--- src/rtl/direction_controller.sv ---
// -----------------------------------------------------------------------------
// direction_controller
//
// Turns raw player buttons into a registered movement direction for a
// tile-based game character. Buttons are synchronized and edge-detected. A new
// press becomes a one-hot "pending" turn request. On every move tick
// (evaluation edge), the pending request is applied if the current tile allows
// it. Otherwise the current direction is kept while it stays legal, or dropped
// to zero (stall) when it is blocked.
//
// Parameters
//   TICK_DIV   clk cycles per move tick (2..65535)
//   BUF_TICKS  move ticks a buffered turn request survives (1..255)
//
// Ports
//   clk             single clock, all state on its rising edge
//   rst             asynchronous, active-high reset
//   btn[3:0]        raw buttons, asynchronous to clk
//                   (bit0 left, bit1 right, bit2 up, bit3 down)
//   legal_moves[3:0] moves permitted at the current tile, same encoding
//   curr_direction[3:0] one-hot or all-zero direction for the position stage
//   move_tick       one-cycle pulse, first cycle an evaluation result is visible
//   stalled         high while the FSM is in STALLED
//
// Configuration macro
//   TURN_BUFFER_EN  when defined, a blocked request is retried on later ticks
//                   until it is applied or BUF_TICKS evaluations have passed.
//                   When undefined, a request lives for one evaluation only and
//                   no age counter is built.
// -----------------------------------------------------------------------------
module direction_controller #(
  parameter logic [15:0] TICK_DIV  = 16'd50000,
  parameter logic [7:0]  BUF_TICKS = 8'd8
) (
  input  logic       clk,
  input  logic       rst,
  input  logic [3:0] btn,
  input  logic [3:0] legal_moves,
  output logic [3:0] curr_direction,
  output logic       move_tick,
  output logic       stalled
);

  typedef enum logic [1:0] {
    IDLE    = 2'd0,
    MOVING  = 2'd1,
    STALLED = 2'd2
  } state_t;

  // Synchronizer and edge detector
  logic [3:0]  sync1_q, sync1_d;
  logic [3:0]  sync2_q, sync2_d;
  logic [3:0]  btn_prev_q, btn_prev_d;

  // Tick timing
  logic [15:0] tick_q, tick_d;
  logic        move_tick_q, move_tick_d;

  // Request and direction
  logic [3:0]  pend_q, pend_d;
  logic [3:0]  dir_q, dir_d;

`ifdef TURN_BUFFER_EN
  logic [7:0]  age_q, age_d;
  logic [7:0]  age_inc;
`endif

  state_t      state_q, state_d;

  // Combinational helpers
  logic [3:0]  btn_rise;
  logic [3:0]  req;
  logic        eval;
  logic        apply;
  logic        blocked;

  // Rising edges of the synchronized buttons, collapsed to a single one-hot
  // request. Left wins over right, right over up, and up over down.
  always_comb begin
    btn_rise = sync2_q & ~btn_prev_q;
    req      = 4'b0000;
    if (btn_rise[0]) begin
      req = 4'b0001;
    end else if (btn_rise[1]) begin
      req = 4'b0010;
    end else if (btn_rise[2]) begin
      req = 4'b0100;
    end else if (btn_rise[3]) begin
      req = 4'b1000;
    end
  end

  // Evaluation qualifiers. legal_moves is only meaningful on the evaluation
  // edge. apply and blocked are used only there.
  always_comb begin
    eval    = (tick_q == (TICK_DIV - 16'd1));
    apply   = |(pend_q & legal_moves);
    blocked = ~|(dir_q & legal_moves);
  end

  // Datapath next-state. At an evaluation, the pending request is applied
  // first. Failing that, the current direction is held or cleared. A request
  // that arrives in the same cycle always overwrites pend afterwards, so a
  // press landing on the evaluation edge waits for the following evaluation.
  always_comb begin
    sync1_d     = btn;
    sync2_d     = sync1_q;
    btn_prev_d  = sync2_q;
    tick_d      = eval ? 16'd0 : (tick_q + 16'd1);
    move_tick_d = eval;
    pend_d      = pend_q;
    dir_d       = dir_q;
`ifdef TURN_BUFFER_EN
    age_d       = age_q;
    age_inc     = age_q + 8'd1;
`endif

    if (eval) begin
      if (apply) begin
        dir_d  = pend_q;
        pend_d = 4'b0000;
`ifdef TURN_BUFFER_EN
        age_d  = 8'd0;
`endif
      end else begin
        if (blocked) begin
          dir_d = 4'b0000;
        end
`ifdef TURN_BUFFER_EN
        // A blocked request is retried until it has aged BUF_TICKS
        // evaluations, then it is given up.
        if (pend_q != 4'b0000) begin
          if (age_inc >= BUF_TICKS) begin
            pend_d = 4'b0000;
            age_d  = 8'd0;
          end else begin
            age_d  = age_inc;
          end
        end
`else
        // Single-evaluation hold. The BUF_TICKS term is always true inside
        // its legal range and only keeps the parameter referenced here.
        if ((pend_q != 4'b0000) && (BUF_TICKS != 8'd0)) begin
          pend_d = 4'b0000;
        end
`endif
      end
    end

    if (req != 4'b0000) begin
      pend_d = req;
`ifdef TURN_BUFFER_EN
      age_d  = 8'd0;
`endif
    end
  end

  // FSM next-state. It changes only on evaluation edges.
  always_comb begin
    state_d = state_q;
    if (eval) begin
      unique case (state_q)
        IDLE: begin
          if (apply) begin
            state_d = MOVING;
          end
        end
        MOVING: begin
          if (!apply && blocked) begin
            state_d = STALLED;
          end
        end
        STALLED: begin
          if (apply) begin
            state_d = MOVING;
          end
        end
        default: begin
          state_d = IDLE;
        end
      endcase
    end
  end

  // All state registers. Reset clears any partial tick count and any pending
  // request, so the first evaluation comes a full TICK_DIV cycles after release.
  always_ff @(posedge clk or posedge rst) begin
    if (rst) begin
      sync1_q     <= 4'b0000;
      sync2_q     <= 4'b0000;
      btn_prev_q  <= 4'b0000;
      tick_q      <= 16'd0;
      move_tick_q <= 1'b0;
      pend_q      <= 4'b0000;
      dir_q       <= 4'b0000;
`ifdef TURN_BUFFER_EN
      age_q       <= 8'd0;
`endif
      state_q     <= IDLE;
    end else begin
      sync1_q     <= sync1_d;
      sync2_q     <= sync2_d;
      btn_prev_q  <= btn_prev_d;
      tick_q      <= tick_d;
      move_tick_q <= move_tick_d;
      pend_q      <= pend_d;
      dir_q       <= dir_d;
`ifdef TURN_BUFFER_EN
      age_q       <= age_d;
`endif
      state_q     <= state_d;
    end
  end

  assign curr_direction = dir_q;
  assign move_tick      = move_tick_q;
  assign stalled        = (state_q == STALLED);

endmodule

--- config.mk ---
export PLATFORM = sky130hd
export DESIGN_NAME = direction_controller
export DESIGN_NICKNAME = d
export VERILOG_FILES = /design/src/rtl/direction_controller.sv
export SDC_FILE = /design/constraint.sdc
export NUM_CORES = 1
export LEC_CHECK = 0
export CAP_MARGIN = 20
export CORE_MARGIN = 8
export CORE_UTILIZATION = 30
export DETAILED_ROUTE_END_ITERATION = 6
export GPL_TIMING_DRIVEN = 0
export HOLD_SLACK_MARGIN = 0.15
export PLACE_DENSITY = 0.5
export SYNTH_ARGS = -nofsm -noshare
export SYNTH_HDL_FRONTEND = slang
export SYNTH_SLANG_ARGS = --single-unit
--- constraint.sdc ---
create_clock -name clk -period 3.8 [get_ports clk]
set_clock_uncertainty 0.2 [all_clocks]
set_input_delay 0.38 -clock clk [delete_from_list [all_inputs] [get_ports clk]]
set_output_delay 0.38 -clock clk [all_outputs]
set_load 0.1 [all_outputs]
After elaboration in Yosys (flattened, before gate mapping)

Index checks and enable logic that the tools add are counted.

$add $sub $neg: 1
Equality and inequality tests: 6
Mux-type cells: 14
Bitwise logic cells: 4
Reductions and logical operators: 14

Operators by type and width:

| kind                                                                   | count |
|---|---|
| 4-bit two-way mux                                                      | 10 |
| 16-bit by 1-bit adder with 16-bit output (second input constant)       | 1 |
| 16-bit equality test (second input constant)                           | 1 |
| 16-bit two-way mux                                                     | 1 |
| 4-bit AND                                                              | 3 |
| 4-bit nonzero test                                                     | 2 |
| 4-bit OR reduction                                                     | 2 |
| 2-bit two-way mux                                                      | 2 |
| 2-bit != test (second input constant)                                  | 2 |
| 4-bit NOT                                                              | 1 |
| 2-bit case mux with 2 select lines                                     | 1 |
| 2-bit AND reduction                                                    | 2 |
| 3-bit AND reduction                                                    | 1 |
| 3-bit nonzero test                                                     | 1 |
| 2-bit by 1-bit equality test with 1-bit output (second input constant) | 1 |
| 2-bit equality test (second input constant)                            | 1 |
| 1-bit zero test                                                        | 2 |
| 2-bit zero test                                                        | 1 |
| 2-bit by 1-bit != test with 1-bit output (second input constant)       | 1 |
| 2-bit nonzero test                                                     | 1 |
| 2-bit OR reduction                                                     | 1 |
| 1-bit logical AND                                                      | 1 |

Bits in registers: 39

Depth between registers and ports, before layout

Gate-level depths: netlist of run 1.

Depth in word-level cells: 9
Gate-level depth with buffers: 6

Worst setup path after synthesis of run 1

No wires, ideal clock.

Path type: flip-flop to output port
Start: reg state_q[0]
End: out stalled
Arrival: 1.741 ns
Setup slack: 1.479 ns
Cell stages (with the launch flop): 2
Buffers on the path: 0
Cells stage by stage: dfrtp_1 -> nor2b_1

Longest elaborated chain between the ends: 1

Ends and longest elaborated chain:

| what                   | RTL line | source |
|---|---|---|
| start, declared        | 68       | `state_t state_q, state_d;` |
| start signal, assigned | 211      | `state_q <= state_d;` |
| 2-bit equality test    | 217      | `assign stalled = (state_q == STALLED);` |
| end, declared          | 41       | `output logic stalled` |

No other way between the ends.

Final worst setup path of run 1

Ends and elaborated chain as after synthesis.

==> results of run 1 <==
-- report_power, final --
part / switching, mW / internal (mW)
logic: 0.0178 / 0.0162
registers: 0.00578 / 0.425
clock network: 0.149 / 0.199
total: 0.172 / 0.640
-- cells in the mapped netlist, types with 2 or more instances --
| library cell | number |
|---|---|
| a21boi_0 | 2 |
| a22o_1 | 2 |
| a22oi_1 | 2 |
| and2_1 | 2 |
| and3_1 | 2 |
| and4bb_2 | 2 |
| dfrtp_1 | 39 |
| inv_1 | 7 |
| nand2_1 | 5 |
| nand2b_1 | 2 |
| nand3_1 | 10 |
| nand4_1 | 5 |
| nor2_1 | 11 |
| nor2b_1 | 4 |
| nor3_1 | 4 |
| nor4_1 | 2 |
| o21ai_0 | 10 |
| xnor2_1 | 8 |
| xor2_1 | 4 |
-- worst max-delay path, cell delays in order, from the launching register on --
cell	delay, ns
dfrtp_1	0.42
nor2b_1	0.12
clkdlybuf4s50_1	1.14
-- state kept, by name, indices dropped and copies added, names as in the netlist --
signal          count
tick_q             16
btn_prev_d          4
btn_prev_q          4
curr_direction      4
pend_q              4
sync1_q             4
state_q             2
move_tick           1
-- through the flow --
step	power [mW]	hold WS (ns)	utilization	setup slack, ns	area, um^2
2_1_floorplan	0.457	0.131	-	1.48	1630
3_3_place_gp	0.472	0.134	0.348	1.55	1870
3_5_place_dp	0.473	0.140	0.348	1.54	1870
4_1_cts	0.828	0.160	0.370	1.21	1990
5_1_grt	0.850	0.168	0.370	1.15	1990
6_report	0.812	0.156	0.370	1.24	1990
-- cell families (layout without fill, tap and decap cells) --
family / after synthesis / in the layout
AOI/OAI and AO/OA: 24 / 24
xor gates and xnor gates: 12 / 12
adders and majority gates: 1 / 1
buffers and inverters: 8 / 31
DFF: 39 / 39
and+or+nand+nor: 56 / 56
-- cell type report --
class	count	area [um^2]	share of cell area
plain buffers	1	7.51	0.00378
clock buffers	5	68.8	0.0346
clock inverters	3	47.5	0.0239
inverters	7	26.3	0.0132
multi-input cells	93	621	0.312
flip-flops and latches	39	976	0.491
well taps	72	90.1	0.0453
repair buffers	15	150	0.0756
-- worst max-delay path by stage --
stage               startpoint  slack [ns]                end  depth (start not counted)
floorplan           state_q[0]        1.48            stalled                          1
finish              state_q[0]        1.24            stalled                          2
detailed placement  state_q[0]        1.54            stalled                          2
CTS                 state_q[0]        1.21            stalled                          2
global placement           rst        1.55  curr_direction[3]                          2
global route        state_q[0]        1.15            stalled                          2
-- routing by layer --
layer / vias to the layer above / global-route usage / part of all wire
li1: 546 / - / -
met3: 7 / 0.0249 / 0.027
met1: 554 / 0.0954 / 0.47
met4: 0 / 0.0409 / 0.021
met5: - / 0 / 0
met2: 13 / 0.123 / 0.48
==> impl_metrics.py, run 1 <==
metrics = {
    "run_status": {
        "status": "finished, final reports clean",
    },
    "grt": {
        "grt_overflow_total": 0,
        "grt_pass1_wl_um": 5240,
        "antenna_found_initial": 0,
        "grtUsageTotal": 0.0790,
        "first_global_vias": 1134,
        "grt_max_degree": 40,
    },
    "setup_path": {
        "rr_endpoint": "state_q[0]",
        "r2r_slack_ns": 1.75,
        "critPathKind": "reg2out",
        "arrival_ns": 1.98,
        "crit_path_max_fanout": 5,
        "endpoint_kind": "primary output",
        "crit_required_ns": 3.22,
        "r2r_start": "tick_q[0]",
        "startpoint_type": "flop",
        "r2r_cells": 5,
    },
    "layout": {
        "final_cells": 235,
        "fill_cells": 525,
        "final_common_cell": "dfrtp_1",
        "syn2layout_area_growth_pct": 21.9,
        "final_cell_mix": "dfrtp_1, clkdlybuf4s50_1, nor2_1",
        "diodes": 0,
        "drive_gt1_frac": 0.0920,
        "final_nets": 173,
    },
    "die": {
        "num_rows": 27,
        "core-area_um2": 5370,
        "die_area_um2": 8050,
        "die_h_um": 89.7,
        "initial_core_util": 0.304,
        "die_x_um": 89.7,
        "io_pins": 16,
    },
    "placed_design": {
        "hpwl_um": 2220,
        "port_buffers": 15,
        "gp_congestion": 0.764,
        "placedCellCount": 227,
    },
    "cts": {
        "cts_tree": "done",
        "clock_path_buffers": 2,
        "clk_pin_slew_ns": 0.08,
        "post_cts_resized": 0,
        "clk_latency_ns": 0.29,
        "post_cts_buffers": 0,
        "numClockSinks": 39,
        "h-tree-depth": 2,
        "root_buffer": "clkbuf_8",
        "cts_hold_buf": 0,
        "numCtsBuffers": 5,
    },
    "routing": {
        "postRouteAntennaNets": 0,
        "wl_per_cell_um": 13.1,
        "wirelength_um": 3080,
        "drt_iter0_drc": 82,
        "drc": 0,
        "via_count": 1120,
        "firstDrtPassIters": 4,
        "viasPerCell": 4.77,
    },
    "yosys": {
        "syn_nets": 151,
        "synth_enable_flop_cells": 0,
        "synth_area_leaders": "dfrtp_1, xnor2_1, nand3_1, o21ai_0, nor2_1",
        "synth_top_family_by_area": "simple AND/OR/NAND/NOR gates",
        "synth_largest_area_cell": "dfrtp_1",
        "yosysUniqueCellTypes": 36,
        "yosys_most_used_dff": "dfrtp_1",
        "async_flop_share": 1.00,
        "syn_avg_cell_area_um2": 11.6,
        "synthCells": 140,
        "synth_xor_area_frac": 0.0645,
        "yosys_register_bits": 39,
        "synth-simple-area-share": 0.210,
        "synthMuxAreaShare": 0,
        "syn_area_um2": 1630,
        "synth_top_area_frac": 0.599,
        "ys_seq_area_frac": 0.599,
        "synth_compound_area_frac": 0.0982,
        "yosys_warnings": 0,
        "synthAdderAreaFrac": 0.00767,
    },
    "sta": {
        "min_period_ns": 2.56,
        "hold_viol": 0,
        "relSlewSlack": 0.339,
        "period_share": 0.674,
        "rsz0062_at_grt": "false",
        "max_clock_freq_mhz": 390,
        "slew_violations": 0,
        "setup_viol": 0,
        "finalSetupTns_ns": 0,
        "tightest_slew_ns": 0.989,
    },
    "worst_hold_path": {
        "hold_start": "sync1_q[1]",
        "min_to": "btn_prev_d[1]",
        "hp-class": "reg2reg",
        "hold_depth": 0,
    },
    "power_and_ir_drop": {
        "power_leakage_nw": 0.843,
        "vdd_ir_drop_max_v": 0.000226,
        "pwr_density_cell_nw_per_um2": 409,
    },
    "job": {
        "drv_cap": 0,
    },
}
(Power assumes the default switching activity.)
==> run 2: changes to the inputs <==
Settings changed: PLACE_DENSITY 0.5 to 0.52.
Clock period 3.8 ns to 2.15 ns, I/O delays scaled along.
==> run 2 against run 1 <==
Sequential share of layout area fell by 1.3 points. Register-to-register slack worse by 1.6 ns. Clock power up 79%. Utilization up 1.0 points. Combinational power up 87%. Total power up 78%. First-iteration DRC count fell by 32%. Die area is the same. Hold slack got worse by 0.0011 ns. Critical path type is now reg2reg. Largest cell class unchanged. Highest routed layer unchanged.
==> impl_metrics.py, run 2 (synthesis results as in run 1) <==
metrics = {
    "grt": {
        "grtUsageTotal": 0.0827,
        "first_global_vias": 1240,
        "grt_max_degree": 40,
        "grt_overflow_total": 0,
        "antenna_found_initial": 0,
        "grt_pass1_wl_um": 5470,
    },
    "cts": {
        "numClockSinks": 39,
        "root_buffer": "clkbuf_8",
        "numCtsBuffers": 5,
        "clk_pin_slew_ns": 0.08,
        "h-tree-depth": 2,
        "clock_path_buffers": 2,
        "clk_latency_ns": 0.29,
        "cts_tree": "done",
    },
    "sta": {
        "rsz0062_at_grt": "false",
        "period_share": 0.928,
        "setup_viol": 0,
        "hold_ws_ns": 0.155,
        "finalSetupTns_ns": 0,
        "relSlewSlack": 0.356,
        "slew_violations": 0,
        "tightest_slew_ns": 0.969,
        "min_period_ns": 1.99,
        "hold_viol": 0,
        "max_clock_freq_mhz": 501,
    },
    "power_and_ir_drop": {
        "pwr-share-seq": 0.526,
        "p_comb_frac": 0.044,
        "vdd_ir_drop_max_v": 0.000362,
        "switchingPower_uw": 312,
        "swShare": 0.216,
        "power_leakage_nw": 0.899,
        "pwr_density_cell_nw_per_um2": 708,
        "power_mw": 1.45,
        "p_int_mw": 1.13,
        "pwr-share-clk": 0.430,
    },
    "die": {
        "io_pins": 16,
        "die_x_um": 89.7,
        "initial_core_util": 0.304,
        "die_area_um2": 8050,
        "core-area_um2": 5370,
        "num_rows": 27,
        "die_h_um": 89.7,
    },
    "layout": {
        "final_area_um2": 2040,
        "final_nets": 179,
        "final_common_cell": "dfrtp_1",
        "regMostFlops": "tick_q",
        "postLayoutCoreUtil": 0.380,
        "drive_gt1_frac": 0.124,
        "diodes": 0,
        "final_cell_mix": "dfrtp_1, nor2_1, nand3_1, o21ai_0, clkdlybuf4s50_1",
        "largest_register_ffs": 16,
        "syn2layout_area_growth_pct": 25.2,
    },
    "routing": {
        "firstDrtPassIters": 3,
        "drt_iter0_drc": 56,
        "wirelength_um": 3160,
        "postRouteAntennaNets": 0,
        "drc": 0,
        "via_count": 1141,
        "wl_per_cell_um": 13.1,
        "viasPerCell": 4.73,
    },
    "placed_design": {
        "gp_congestion": 0.799,
        "place_area_um2": 1870,
        "port_buffers": 15,
        "hpwl_um": 2280,
    },
    "setup_path": {
        "critPathKind": "reg2reg",
        "crit_required_ns": 2.13,
        "arrival_ns": 1.97,
        "endpoint_kind": "flop",
        "startpoint_type": "flop",
        "crit_path_max_fanout": 7,
    },
    "worst_hold_path": {
        "hp-class": "reg2reg",
    },
    "run_status": {
        "status": "finished, final reports clean",
    },
    "job": {
        "drv_cap": 0,
    },
}
run 2: metrics by stage:
stage	worst slack (ns)	std cells
5_1_grt	0.0480	241
3_5_place_dp	0.0676	227
3_3_place_gp	0.0756	227
2_1_floorplan	0.134	140
6_report	0.155	241
4_1_cts	0.0220	236
run 2: layout make-up:
type | instances | area (um^2)
clock buffers | 5 | 68.8
repair buffers | 21 | 201
fillers | 520 | 3330
clock inverters | 3 | 47.5
well taps | 72 | 90.1
plain buffers | 1 | 7.51
multi-input cells | 93 | 623
inverters | 7 | 26.3
flip-flops and latches | 39 | 976
run 2: worst max-delay path: stages (launching register included):
cell and delay (ns):
dfrtp_1 0.41, ha_1 0.22, and3_1 0.26, nand4_1 0.17, nor4_4 0.27, buf_4 0.21, buf_12 0.11, nor2_1 0.04
run 2: what timing repair did:
item / CTS / global route
pin swaps: 0 / 2
setup endpoints to repair: 6 / 6
gates resized for setup: 6 / 2
endpoints found under the hold margin: 1 / 1
buffers inserted: 0 / 4
hold buffers: 1 / 1
run 2: final timing paths:
check | startpoint | endpoint | slack, ns | cells after the start
worst min-delay path | sync1_q[2] | btn_prev_d[2] | 0.16 | 0
max in group asynchronous | rst | tick_q[2] | 1.06 | 2
worst min register to register | sync1_q[2] | btn_prev_d[2] | 0.16 | 0
worst max-delay path | tick_q[0] | tick_q[3] | 0.16 | 7
min in group asynchronous | rst | btn_prev_d[1] | 0.19 | 2
worst max register to register | tick_q[0] | tick_q[3] | 0.16 | 7
run 2: layer usage:
layer | routed length (um) | global-route usage | vias up
met5 | 0 | 0 | -
met4 | 63 | 0.0536 | 0
met3 | 73 | 0.0224 | 4
met2 | 1580 | 0.142 | 12
met1 | 1440 | 0.0875 | 567
li1 | - | - | 558
run 2: power by group through the flow:
stage               clock (mW)  combinational (mW)  sequential [mW]
finish                   0.622              0.0634            0.760
global route             0.673              0.0716            0.762
CTS                      0.640              0.0642            0.760
detailed placement           0              0.0625            0.775
global placement             0              0.0601            0.774
floorplan                    0              0.0361            0.771
==> run 3: changes to the inputs <==
Clock period 2.15 ns to 1.79 ns, I/O delays scaled along.
==> run 3 against run 2 <==
Setup slack got worse by 0.077 ns. Cell count rose by 4.6%. Register-to-register slack got worse by 0.08 ns. Non-clock buffer count rose by 11. First-iteration DRC count rose by 23%. Largest power group unchanged. Sequential share of layout area fell by 2.3 points. Clock-buffer cell count did not move.
==> impl_metrics.py, run 3 (synthesis results as in run 1) <==
metrics = {
    "power_and_ir_drop": {
        "pwr_density_cell_nw_per_um2": 795,
        "vdd_ir_drop_max_v": 0.000351,
        "power_leakage_nw": 0.916,
    },
    "cts": {
        "clock_path_buffers": 2,
        "clk_pin_slew_ns": 0.08,
        "numClockSinks": 39,
        "root_buffer": "clkbuf_8",
        "h-tree-depth": 2,
        "cts_tree": "done",
        "clk_latency_ns": 0.29,
        "numCtsBuffers": 5,
    },
    "grt": {
        "grt_pass1_wl_um": 6090,
        "first_global_vias": 1306,
        "antenna_found_initial": 0,
        "grt_max_degree": 40,
        "grt_overflow_total": 0,
        "grtUsageTotal": 0.0916,
    },
    "sta": {
        "tightest_slew_ns": 0.803,
        "rsz0062_at_grt": "true",
        "slew_violations": 0,
        "relSlewSlack": 0.464,
        "hold_viol": 0,
        "finalSetupTns_ns": 0,
        "min_period_ns": 1.71,
        "period_share": 0.956,
        "hold_ws_ns": 0.150,
        "max_clock_freq_mhz": 584,
        "setup_viol": 0,
    },
    "layout": {
        "diodes": 0,
        "final_nets": 190,
        "drive_gt1_frac": 0.267,
        "postLayoutCoreUtil": 0.403,
        "final_area_um2": 2160,
        "largest_register_ffs": 16,
        "final_cell_mix": "dfrtp_1, nor2_1, buf_4",
        "final_common_cell": "dfrtp_1",
        "syn2layout_area_growth_pct": 32.8,
        "regMostFlops": "tick_q",
        "fill_cells": 510,
    },
    "die": {
        "core-area_um2": 5370,
        "num_rows": 27,
        "die_h_um": 89.7,
        "die_area_um2": 8050,
        "die_x_um": 89.7,
        "initial_core_util": 0.304,
        "io_pins": 16,
    },
    "setup_path": {
        "critPathBufInv": 2,
        "endpoint_kind": "flop",
        "startpoint_type": "flop",
        "cp_slowest_cell": "dfrtp_1",
        "crit_required_ns": 1.77,
        "arrival_ns": 1.69,
        "path_cells": "and4bb_2 -> nand4_1 -> buf_6 -> buf_6 -> o21ai_0 -> o21ai_1",
        "critPathMaxStageDelay_ns": 0.45,
        "cp_common_cell": "buf_6",
        "crit_family": "flip-flops",
        "critPathKind": "reg2reg",
        "crit_path_max_fanout": 5,
    },
    "routing": {
        "wirelength_um": 3500,
        "drc": 0,
        "viasPerCell": 4.85,
        "drt_iter0_drc": 69,
        "via_count": 1223,
        "wl_per_cell_um": 13.9,
        "postRouteAntennaNets": 0,
        "firstDrtPassIters": 4,
    },
    "job": {
        "drv_cap": 0,
    },
    "placed_design": {
        "port_buffers": 15,
        "gp_congestion": 0.791,
        "hpwl_um": 2330,
        "place_area_um2": 1880,
    },
    "run_status": {
        "status": "finished, final reports clean",
    },
    "worst_hold_path": {
        "hp-class": "reg2reg",
    },
}
==> run 3: changes by cell type in the layout (fill, tap and decap cells not counted), moves of 2 or more <==
cell	previous run	this run
buf_6	0	2
dlygate4sd2_1	5	0
dlygate4sd3_1	2	4
dfrtp_1	39	31
buf_4	4	11
o21ai_0	10	6
dfrtp_2	0	8
o21ai_1	1	5
clkdlybuf4s15_2	0	5
==> run 3: what timing repair did <==
| item | in CTS | in global routing |
|---|---|---|
| hold buffers | 4 | 0 |
| gates resized for setup | 26 | 11 |
| endpoints found under the setup margin | 25 | 20 |
| gates cloned | 1 | 0 |
| pin swaps | 4 | 4 |
| buffers inserted | 10 | 2 |
| endpoints found under the hold margin | 4 | 0 |
==> run 3: area by class of cell <==
type                            count  area (um^2)  area share
Buffer                              1         11.3     0.00520
Clock buffer                        5         68.8      0.0318
Clock inverter                      3         43.8      0.0202
Inverter                            7         26.3      0.0121
Multi-Input combinational cell     93          646       0.298
Sequential cell                    39          986       0.455
Tap cell                           72         90.1      0.0416
Timing Repair Buffer               32          293       0.135
==> run 3: worst reg2reg max path: stages, from the launching register on <==
cell and delay (ns):
dfrtp_1 0.45, and4bb_2 0.33, nand4_1 0.11, buf_6 0.15, buf_6 0.12, o21ai_0 0.15
o21ai_1 0.09
==> run 3: final timing paths <==
kind / to / cells past startpoint / slack (ns) / startpoint
max reg2reg: curr_direction[3] / 6 / 0.08 / tick_q[13]
max: curr_direction[3] / 6 / 0.08 / tick_q[13]
max in group asynchronous: tick_q[6] / 2 / 0.67 / rst
min: btn_prev_d[3] / 0 / 0.15 / sync1_q[3]
min reg2reg: btn_prev_d[3] / 0 / 0.15 / sync1_q[3]
min in group asynchronous: sync1_q[1] / 2 / 0.16 / rst
==> run 3: per-layer routing <==
layer / routed length, um / share of wire / global-route usage / vias to the layer above
met2: 1850 / 0.53 / 0.157 / 28
met1: 1430 / 0.41 / 0.0975 / 610
met5: 0 / 0 / 0 / -
met3: 142 / 0.041 / 0.0308 / 6
li1: - / - / - / 579
met4: 69 / 0.020 / 0.0480 / 0
==> run 3: power breakdown <==
part	internal, mW	total (mW)	switching (mW)	leakage (nW)
combinational	0.0401	0.0810	0.0409	0.377
sequential	0.901	0.913	0.0113	0.481
clock	0.415	0.727	0.313	0.0581
total	1.36	1.72	0.365	0.916
==> run 3: stage by stage <==
| step | worst slack (ns) | total power [mW] | instances |
|---|---|---|---|
| after floorplan | 0.0672 | 0.970 | 140 |
| after global placement | -0.369 | 1.00 | 227 |
| after detailed placement | -0.292 | 1.01 | 227 |
| after CTS | 0.00283 | 1.75 | 250 |
| after global routing | 0.00836 | 1.79 | 252 |
| final | 0.0783 | 1.72 | 252 |
==> edit (settings of run 2) <==
Re-encode `state_t` (3 states) as one-hot, 3 bits wide.
--- a/src/rtl/direction_controller.sv
+++ b/src/rtl/direction_controller.sv
@@ -42,8 +42,8 @@
 );
 
-  typedef enum logic [1:0] {
-    IDLE    = 2'd0,
-    MOVING  = 2'd1,
-    STALLED = 2'd2
+  typedef enum logic [2:0] {
+    IDLE    = 3'b001,
+    MOVING  = 3'b010,
+    STALLED = 3'b100
   } state_t;
 
Behaviour: same outputs for any inputs over 10 cycles, from zero or initial values and one cycle with rst high; not proved beyond that.
==> edit against run 2 <==
Total power down 7.3%; first-iteration DRC count down 41%; global-route usage up 0.15 points; count of clock-buffer cells in the layout up 3; sequential cell count up 1; final area down 3.4%; worst setup slack worse by 0.019 ns; register-to-register slack better by 0.02 ns; core utilization down 1.5 points; clock power down 19%; wire length up 0.79%; synthesized area up 1.1%; highest routed layer unchanged.
==> edit: results (changes against run 2) <==
* Run status: complete, no violations
* Pin count of the biggest net entering global routing at 41 (+2.5%)
* CP peak stage delay at 0.54 ns (+0.13 ns)
* R2r endpoint: state_q[2]$_DFFE_PP0P_
* Post-Route M1 WL at 1546 µm (+7.4%)
* Antenna cells at 0 (unchanged)
* Maximum VDD drop at 0.3809 mV (+5.2%)
* Detail Route met2 WL at 1479 µm (-6.3%)
* CTS resizes at 8 (+2)
* Final Util at 36.48% (-1.5 points)
* NumNets Final at 170 (-5.0%)
* Via/cell ratio at 4.780 (+0.97%)
* 1st-pass router iterations at 4 (+1)
* Total number of vias at 1109 (-2.8%)
* Cell variety after synth at 37 (+2.8%)
* Pre-CTS setup slack at -0.1646 ns (-0.2322 ns)
* Placed insts at 224 (-1.3%)
* Post-synthesis async set-or-reset flop share at 100.0% (unchanged)
* Cells after synthesis at 137 (-2.1%)
* Seq/Total Area, Yosys at 60.82% (+0.96 points)
* Critical path's slowest cell: clkdlybuf4s18_2
* Drt first-iter violations at 33 (-41%)
* Post-synth top cells: 39 x dfrtp_1, 14 x nor2_1, 9 x xnor2_1
* Root Driver: clkbuf_8
* First-pass GRT wire length at 5733 µm (+4.8%)
* Final wirelength at 3180 µm (+0.79%)
* Max-cap violations at 0 (unchanged)
* Number of global-route vias before repair at 1231 (-0.73%)
* Arrival time of the worst setup path at 1.60 ns (-0.37 ns)
* Net count after synthesis at 148 (-2.0%)
* Hpwl dp at 2206 µm (-3.3%)
* Top sig layer: met4
* Fraction of layout cells with a size suffix above 1 at 13.13% (+0.70 points)
* Final Wtd Congestion at 0.8051 (+0.71%)
* Met1 global-route usage at 10.24% (+1.5 points)
* Synth top area cells: dfrtp_1 59%, xnor2_1 4.8%, nor2_1 3.2%
* Reg2Reg Setup Slack at 0.18 ns (+0.02 ns)
* Hold WS at 0.1476 ns (-0.007767 ns)
* Worst Hold End: btn_prev_d[0]$_DFF_PP0_
* Hold path start: sync1_q[0]$_DFF_PP0_
* Least-Margin Pin Slew at 0.9685 ns (-0.0009602 ns)
* DR WL met3 at 125 µm (+71%)
* Overall Global Routing Usage at 8.415% (+0.15 points)
* Crit-path leading delay family: buffers and inverters
* CP max FO at 4 (-3)
* M2 GR Usage at 13.74% (-0.43 points)
* LEAKAGE at 0.8854 nW (-1.5%)
* Area after DPL at 1888 µm² (+0.80%)
* M3 GR Usage at 2.577% (+0.33 points)
* Yosys top cell area share at 59.23% (-0.64 points)
==> edit: changes by cell type after synthesis, sizes merged, moves of 2 or more <==
cell,change
a21oi,+3
o21ai,-7
nor2b,-2
nand2,+2
a21boi,-2
nand3,-2
a22o,+3
nor4,-2
nor2,+3
==> edit: how the worst max path moves through the flow <==
stage / from / slack (ns) / depth (start not counted) / endpoint
final: state_q[2]$_DFFE_PP0P_ / 0.14 / 3 / stalled
after detailed placement: state_q[2]$_DFFE_PP0P_ / -0.16 / 3 / stalled
after floorplan: curr_direction[3]$_DFFE_PP0P_ / 0.12 / 4 / state_q[1]$_DFFE_PP0P_
after CTS: state_q[2]$_DFFE_PP0P_ / 0.09 / 3 / stalled
after global routing: tick_q[0]$_DFF_PP0_ / 0.005 / 7 / state_q[2]$_DFFE_PP0P_
after global placement: state_q[1]$_DFFE_PP0P_ / -0.11 / 3 / stalled
==> edit: layout make-up <==
| cell class | instances | area [µm²] |
|---|---|---|
| clock buffers | 8 | 90.09 |
| repair buffers | 15 | 143.9 |
| inverters | 6 | 22.52 |
| flip-flops and latches | 40 | 1002 |
| fillers | 567 | 3433 |
| multi-input cells | 90 | 611.8 |
| plain buffers | 1 | 11.26 |
| well taps | 72 | 90.09 |
==> edit: cell families after synthesis <==
family	count (synthesis)	share of synthesized area (%)
AND/OR/NAND/NOR	54	18.83
flip-flops	40	60.82
AO/OA/AOI/OAI	22	10.63
XOR/XNOR	13	6.910
buffers and inverters	7	2.050
adder cells (fa/ha/maj)	1	0.7592
==> edit: power by group <==
part / total (mW) / internal, mW / leakage [nW] / switching, mW
Sequential: 0.779 / 0.770 / 0.509 / 0.00943
Clock: 0.502 / 0.262 / 0.0455 / 0.240
Combinational: 0.0596 / 0.0252 / 0.331 / 0.0344
Total: 1.34 / 1.06 / 0.885 / 0.284
